[config.mk]
export PLATFORM = sky130hd
export DESIGN_NAME = timing_sequencer
export DESIGN_NICKNAME = d
export VERILOG_FILES = /design/src/rtl/timing_sequencer.sv
export SDC_FILE = /design/constraint.sdc
export NUM_CORES = 1
export LEC_CHECK = 0
export ABC_AREA = 1
export CORE_ASPECT_RATIO = 1.1
export CORE_MARGIN = 2
export CORE_UTILIZATION = 30
export DETAILED_ROUTE_END_ITERATION = 12
export DONT_BUFFER_PORTS = 1
export PLACE_DENSITY = 0.41
export SLEW_MARGIN = 20
export SYNTH_ARGS = -nofsm -noshare
export SYNTH_HDL_FRONTEND = slang
export SYNTH_SLANG_ARGS = --single-unit
[constraint.sdc]
create_clock -name clk -period 1.6 [get_ports clk]
set_input_delay 0.32 -clock clk [delete_from_list [all_inputs] [get_ports clk]]
set_output_delay 0.32 -clock clk [all_outputs]
set_load 0.005 [all_outputs]
[src/rtl/timing_sequencer.sv]
// Major-cycle timing sequencer for the PDP-8/I core.
// Steps TS1..TS4 with a down-counter, emits one TPn pulse at the tail of each
// time state, launches the memory delay line at the head of TS1, and handles
// run/stop/single-step plus data-break grants at cycle boundaries.
// Every output is a flop fed from the next-state logic, so outputs change on
// the same clock edge as the state register.
module timing_sequencer #(
    parameter int TS1_LEN = 40,
    parameter int TS2_LEN = 35,
    parameter int TS3_LEN = 40,
    parameter int TS4_LEN = 35,
    parameter int PULSE_W = 10
) (
    input  logic       clk,
    input  logic       rst,
    input  logic       run_req,
    input  logic       stop_req,
    input  logic       single_step,
    input  logic       break_req,
    output logic [3:0] ts,
    output logic [3:0] tp,
    output logic       dl_launch_n,
    output logic       run,
    output logic       break_grant
);

    typedef enum logic [2:0] {
        S_IDLE,
        S_TS1,
        S_TS2,
        S_TS3,
        S_TS4
    } state_t;

    localparam logic [7:0] TS1_LAST = 8'(TS1_LEN - 1);
    localparam logic [7:0] TS2_LAST = 8'(TS2_LEN - 1);
    localparam logic [7:0] TS3_LAST = 8'(TS3_LEN - 1);
    localparam logic [7:0] TS4_LAST = 8'(TS4_LEN - 1);
    localparam logic [7:0] PW       = 8'(PULSE_W);
    // Counter values above this threshold are the first PULSE_W clocks of TS1.
    localparam logic [7:0] DL_TH    = 8'(TS1_LEN - 1 - PULSE_W);

    state_t     state, state_n;
    logic [7:0] cnt, cnt_n;
    logic       stop_pend, stop_pend_n;
    logic       run_n, break_grant_n;
    logic [3:0] ts_n, tp_n;
    logic       dl_launch_n_n;

    // Next-state, counter and next-output logic for the time-state sequencer.
    always_comb begin
        // NOTE: every signal gets a default first so no path leaves it unassigned
        // (which would infer a latch).
        state_n       = state;
        cnt_n         = cnt;
        run_n         = run;
        break_grant_n = break_grant;
        stop_pend_n   = stop_pend;
        ts_n          = 4'b0000;
        tp_n          = 4'b0000;
        dl_launch_n_n = 1'b1;

        // A stop request while running is remembered until the cycle ends.
        if (run && stop_req) begin
            stop_pend_n = 1'b1;
        end

        case (state)
            S_IDLE: begin
                if (run_req) begin
                    state_n       = S_TS1;
                    cnt_n         = TS1_LAST;
                    run_n         = 1'b1;
                    break_grant_n = break_req;
                    stop_pend_n   = stop_req;
                end
            end
            S_TS1: begin
                if (cnt == 8'd0) begin
                    state_n = S_TS2;
                    cnt_n   = TS2_LAST;
                end else begin
                    cnt_n = cnt - 8'd1;
                end
            end
            S_TS2: begin
                if (cnt == 8'd0) begin
                    state_n = S_TS3;
                    cnt_n   = TS3_LAST;
                end else begin
                    cnt_n = cnt - 8'd1;
                end
            end
            S_TS3: begin
                if (cnt == 8'd0) begin
                    state_n = S_TS4;
                    cnt_n   = TS4_LAST;
                end else begin
                    cnt_n = cnt - 8'd1;
                end
            end
            S_TS4: begin
                if (cnt == 8'd0) begin
                    if (stop_pend || single_step) begin
                        state_n       = S_IDLE;
                        cnt_n         = 8'd0;
                        run_n         = 1'b0;
                        stop_pend_n   = 1'b0;
                        break_grant_n = 1'b0;
                    end else begin
                        // Straight into the next cycle, no idle gap.
                        state_n       = S_TS1;
                        cnt_n         = TS1_LAST;
                        break_grant_n = break_req;
                    end
                end else begin
                    cnt_n = cnt - 8'd1;
                end
            end
            default: begin
                state_n = S_IDLE;
                cnt_n   = 8'd0;
            end
        endcase

        // Outputs are decoded from the next state so they land in flops.
        case (state_n)
            S_TS1:   ts_n = 4'b0001;
            S_TS2:   ts_n = 4'b0010;
            S_TS3:   ts_n = 4'b0100;
            S_TS4:   ts_n = 4'b1000;
            default: ts_n = 4'b0000;
        endcase

        if (cnt_n < PW) begin
            tp_n = ts_n;
        end

        if ((state_n == S_TS1) && (cnt_n > DL_TH)) begin
            dl_launch_n_n = 1'b0;
        end
    end

    // State, counter and registered outputs; synchronous reset wins over all.
    always_ff @(posedge clk) begin
        // NOTE: sequential state uses non-blocking assignments so every flop
        // samples the pre-edge values regardless of statement order.
        if (rst) begin
            state       <= S_IDLE;
            cnt         <= 8'd0;
            stop_pend   <= 1'b0;
            run         <= 1'b0;
            break_grant <= 1'b0;
            ts          <= 4'b0000;
            tp          <= 4'b0000;
            dl_launch_n <= 1'b1;
        end else begin
            state       <= state_n;
            cnt         <= cnt_n;
            stop_pend   <= stop_pend_n;
            run         <= run_n;
            break_grant <= break_grant_n;
            ts          <= ts_n;
            tp          <= tp_n;
            dl_launch_n <= dl_launch_n_n;
        end
    end

endmodule

---- After elaboration in Yosys (flattened, before gate mapping) ----
Cells that the tools add are included.
Widths: inputs -> output; s select.
word-level totals
  flip-flop bits (word level) ............. 23
  bits of input ports ..................... 6
  output and inout bits ................... 11
  word-level logic and storage cells ...... 61
cells by class
  $add $sub $neg .......................... 1
  $lt $le $gt $ge ......................... 2
  equal/unequal tests ..................... 11
  multiplexer cells ....................... 28
  bitwise logic cells ..................... 1
  reduce and logical (&&, ||, !) cells .... 10
operator list
  operator             count
  $mux 8               4
  $pmux 8 s4           1
  $pmux 4 s4           1
  $mux 3               5
  $pmux 3 s5           1
  $eq 3x2->1 const B   4
  $mux 1               12
  $gt 8x5->1 const B   1
  $logic_not 8->1      1
  $lt 8x4->1 const B   1
  $sub 8x1->8 const B  1
  $eq 3x1->1 const B   2
  $eq 3x3->1 const B   2
  $mux 6               1
  $ne 2x2->1 const B   3
  $pmux 1 s2           3
  $reduce_and 4->1     1
  $reduce_or 2->1      2
  $logic_not 3->1      1
  $reduce_and 3->1     1
  $logic_and 1x1->1    2
  $reduce_bool 2->1    1
  $logic_or 1x1->1     1
  $not 1->1            1

---- Depth between registers and ports, before layout ----
  word-level depth ........................ 7
  depth in mapped cells ................... 13
  depth with buffers taken out ............ 13

---- Worst setup path before layout ----
Ideal clock, no wire load.
  path kind ............................... reg2reg
  start ................................... register cnt[0]
  end ..................................... register dl_launch_n
  library setup time ...................... 0.117 ns
  arrival ................................. 1.376 ns
  data required time ...................... 1.483 ns
  path slack .............................. 0.107 ns
  cell stages (with the launch flop) ...... 13
  path buffers ............................ 0
  clock period less this slack ............ 1.493 ns
  cell sequence ........................... dfxtp_1 > inv_1 > ha_1 > nand2_2 > nor2_8 > nor2_2 > inv_2 > o21ai_1 > nand2_1 > inv_1 > nand2_1 > nand2_1 > nand2_1
between the ends
  longest elaborated chain between the ends .. 6
  elaborated cells between the ends (all ways) .. 16
  classes of those cells .................. 1 x add/sub; 1 x order compare; 1 x eq/ne; 11 x mux; 2 x reduce/logical
ends and longest elaborated chain
  what                                                   line  source
  from (decl)                                            44    logic [7:0] cnt, cnt_n;
  from (signal assigned)                                 159   cnt <= cnt_n;
  $sub 8x1->8 / $logic_not 8->1 (equally long branches)  --
  $mux 8, or another cell as far along                   103   if (cnt == 8'd0) begin
  $pmux 8 s4 / $pmux 3 s5 (equally long branches)        68    case (state)
  $gt 8x5->1 / $eq 3x1->1 (equally long branches)        139   if ((state_n == S_TS1) && (cnt_n > DL_TH)) begin
  $logic_and 1x1->1 (*)                                  139
  $mux 1 (*)                                             139
  to (signal assigned)                                   165   dl_launch_n <= dl_launch_n_n;
  to (decl)                                              22    output logic dl_launch_n,
Every way passes the cells marked *; elsewhere a longest branch is shown, timed or not.
A chain may end at the register's enable or synchronous reset.

---- Final worst setup path ----
  start ................................... register cnt[0]
  end ..................................... register tp[0]
between the ends
  longest elaborated chain between the ends .. 6
  elaborated cells between the ends (all ways) .. 20
  classes of those cells .................. 1 x add/sub; 1 x order compare; 4 x eq/ne; 11 x mux; 1 x bitwise; 2 x reduce/logical
ends and longest elaborated chain
  what                                                   line  source
  $sub 8x1->8 / $logic_not 8->1 (equally long branches)  --
  $mux 8, on equally long branches                       --
  $pmux 8 s4                                             68
  $lt 8x4->1                                             135   if (cnt_n < PW) begin
  $not 1->1 (no source line)                             --
  $reduce_or 2->1 (no source line)                       --
  to (signal assigned)                                   164   tp <= tp_n;
  to (decl)                                              21    output logic [3:0] tp,
Parallel ways exist; a longest one is shown, timed or not.

==> flow_summary.ini <==
[status]
status = completed

[sta]
max_slew_margin_pct = 77.3
finalSetupViolCount = 0
drv_slew = 0
layout_setup_ws_ns = 0.0184
rsz0062_at_grt = true
fmax_ghz = 0.632
worstMarginPinSlew_ns = 0.339
skew_ns = 0.00451
finalCritPeriodShare_pct = 98.9
hold_violations = 0
hold_ws_ns = 0.104
min_period_ns = 1.58

[floorplan]
placementRows = 25
chipWidth_um = 66.6
start_util_pct = 30.6
die_area_sq_um = 4850
coreArea_sq_um = 4220
io_pins = 17
dieHeight_um = 72.9

[placement]
dpl_worst_slack_ns = -0.132
numPortBuffers = 0
hpwl_um = 2320
gp_congestion = 0.795

[global_routing]
grt_usage_pct = 13.8
antenna_found_initial = 0
grt_pass1_wl_um = 4970
grt_max_degree = 18
grt_overflow = 0
grt_pass1_vias = 1108

[drt]
avgRoutedWirePerCell_um = 12.3
viasPerCell = 4.54
drt_iter0_markers = 35
drtPass1Iterations = 4
ant_nets = 0
vias = 1171
drt_drc_violations_left = 0
drt_wl_total_um = 3170

[finish]
antennaDiodeCount = 0
nets = 213
layout-drive-gt1-share_pct = 44.1
area_growth_pct = 36.7

[flow_run]
max-cap-violations = 0

[synthesis]
synth_top_family_by_area = simple AND/OR/NAND/NOR gates
yosysWarnings = 0
seq_area_frac_synth_pct = 35.6
syn_nets = 185
synthXorXnorAreaFrac_pct = 2.03
yosys_register_bits = 23
syn_area_per_cell_sq_um = 7.31
synthSimpleGateAreaFrac_pct = 43.5
synthAdderAreaFrac_pct = 1.93
ys_types = 29
syn_area_sq_um = 1290
syn_inst = 177
synth_mux_area_share_pct = 0
synth-compound-area-share_pct = 8.70

[clock_network]
cts_buffer_depth = 2
clkTransAtPathRegs_ns = 0.09
root_buffer = clkbuf_8
cts_tree = done
hold_buffers = 0
h-tree-depth = 1
cts.sinks = 23
clk_latency_ns = 0.27
cts_buffers = 3

[power]
sw_frac_of_total_pct = 42.2
clkPwrFrac_pct = 15.1
power.static_leakage_nw = 0.787
cell_internal_pwr_w = 0.00143
switching_power_w = 0.00105
irDropWorstVdd_v = 0.000557
share_seq_of_total_power_pct = 29.5
combPwrFrac_pct = 55.3
powerDensity_nw_per_um2 = 1400
power_w = 0.00248

[setup_path]
required_ns = 1.82
worst-setup-path-type = flip-flop to flip-flop
end_kind = flip-flop
path_max_fanout = 6
setup.worst_path.start_class = flip-flop
critPathArrivalTime_ns = 1.80

[worst_hold_path]
hold_path_class = input pin to flip-flop
through the flow:
step | TNS [ns] | cells | util (%) | instance area, sq um
2_1_floorplan | 0 | 177 | - | 1290
3_3_place_gp | -0.524 | 241 | 34.1 | 1440
3_5_place_dp | -0.491 | 241 | 34.1 | 1440
4_1_cts | 0 | 252 | 38.1 | 1610
5_1_grt | -0.442 | 258 | 41.9 | 1770
6_report | 0 | 258 | 41.9 | 1770
layer usage:
metal  up-vias  part of all wire [%]  global-route usage (%)  wire length (um)
met3         5                   3.3                    3.24               104
met1       539                    44                    16.0              1400
met5         -                     0                       0                 0
met4         0                   1.3                    7.48                42
li1        611                     -                       -                 -
met2        16                    51                    23.2              1630
flip-flops by register name, summed over array words and instances, names as in the netlist:
signal / flops
cnt: 8
run: 1
state: 3
break_grant: 1
stop_pend: 1
tp: 4
ts: 4
dl_launch_n: 1
layout make-up:
cell class | count | area [sq um]
well taps | 54 | 67.6
multi-input cells | 128 | 897
fillers | 440 | 2450
clock inverters | 1 | 5.00
inverters | 24 | 100
flip-flops and latches | 23 | 465
repair buffers | 25 | 191
clock buffers | 3 | 41.3
cell families after synthesis:
logic type	Yosys count
XOR/XNOR	3
adder cells (fa/ha/maj)	2
flip-flops	23
AND/OR/NAND/NOR	104
buffers and inverters	26
AO/OA/AOI/OAI	19
critical path, cell delays in order, from the launching register on:
cell and delay, ns:
dfxtp_2 0.35, inv_4 0.08, ha_4 0.16, nand2_4 0.05, nor2_4 0.16, nand2_8 0.10
nand2_8 0.08, nand3b_4 0.09, nand2_4 0.08, nand2_4 0.05, nor2_4 0.14, nand3_4 0.10
nor2_2 0.10
final timing paths:
check,startpoint,end,slack (ns),cells after the start
hold / removal,rst,run,0.10,1
setup / recovery,cnt[0],tp[0],0.02,12
setup reg to reg,cnt[0],tp[0],0.02,12
hold reg to reg,stop_pend,stop_pend,0.48,2
placed cells by master, fill, tap and decap left out, types with 2 or more instances in the layout:
cell type / netlist / routed
nand3_4: 0 / 2
nand2_1: 37 / 29
inv_4: 0 / 2
nor2_2: 2 / 3
nor2_1: 28 / 24
buf_4: 1 / 24
o21ai_0: 6 / 4
nor2_4: 6 / 9
nand3_1: 11 / 9
ha_4: 0 / 2
nand3_2: 4 / 4
xor2_1: 2 / 2
nand2_2: 7 / 11
nand2_4: 2 / 5
clkbuf_8: 0 / 3
dfxtp_1: 23 / 19
inv_2: 5 / 5
o21ai_2: 0 / 4
dfxtp_2: 0 / 4
a21oi_2: 1 / 2
inv_1: 18 / 16
nand3b_1: 2 / 2
a21oi_1: 7 / 6
nand2_8: 1 / 2
power by group through the flow:
stage / logic [W] / registers, W / clock network, W
after global placement: 0.00102 / 0.000730 / 0
final: 0.00137 / 0.000732 / 0.000375
after floorplan: 0.000762 / 0.000714 / 0
after detailed placement: 0.00102 / 0.000728 / 0
after global routing: 0.00150 / 0.000741 / 0.000414
after CTS: 0.00116 / 0.000724 / 0.000391
cells in the mapped netlist (all sizes together):
| cell type | instances | area (sq um) |
|---|---|---|
| a21oi | 9 | 60.1 |
| buf | 1 | 7.51 |
| clkbuf | 1 | 3.75 |
| dfxtp | 23 | 460 |
| ha | 2 | 25.0 |
| inv | 24 | 95.1 |
| nand2 | 47 | 225 |
| nand3 | 15 | 95.1 |
| nand3b | 3 | 26.3 |
| nand4 | 1 | 6.26 |
| nor2 | 37 | 205 |
| nor3 | 1 | 5.00 |
| o21ai | 9 | 45.0 |
| o21bai | 1 | 7.51 |
| xnor2 | 1 | 8.76 |
| xor2 | 2 | 17.5 |
repair_timing:
item,4_1_cts,5_1_grt
pin swaps,11,18
gates resized for setup,16,32
setup buffers,7,6
endpoints found under the setup margin,7,9
endpoints found under the hold margin,0,0
(Power assumes the default switching activity.)
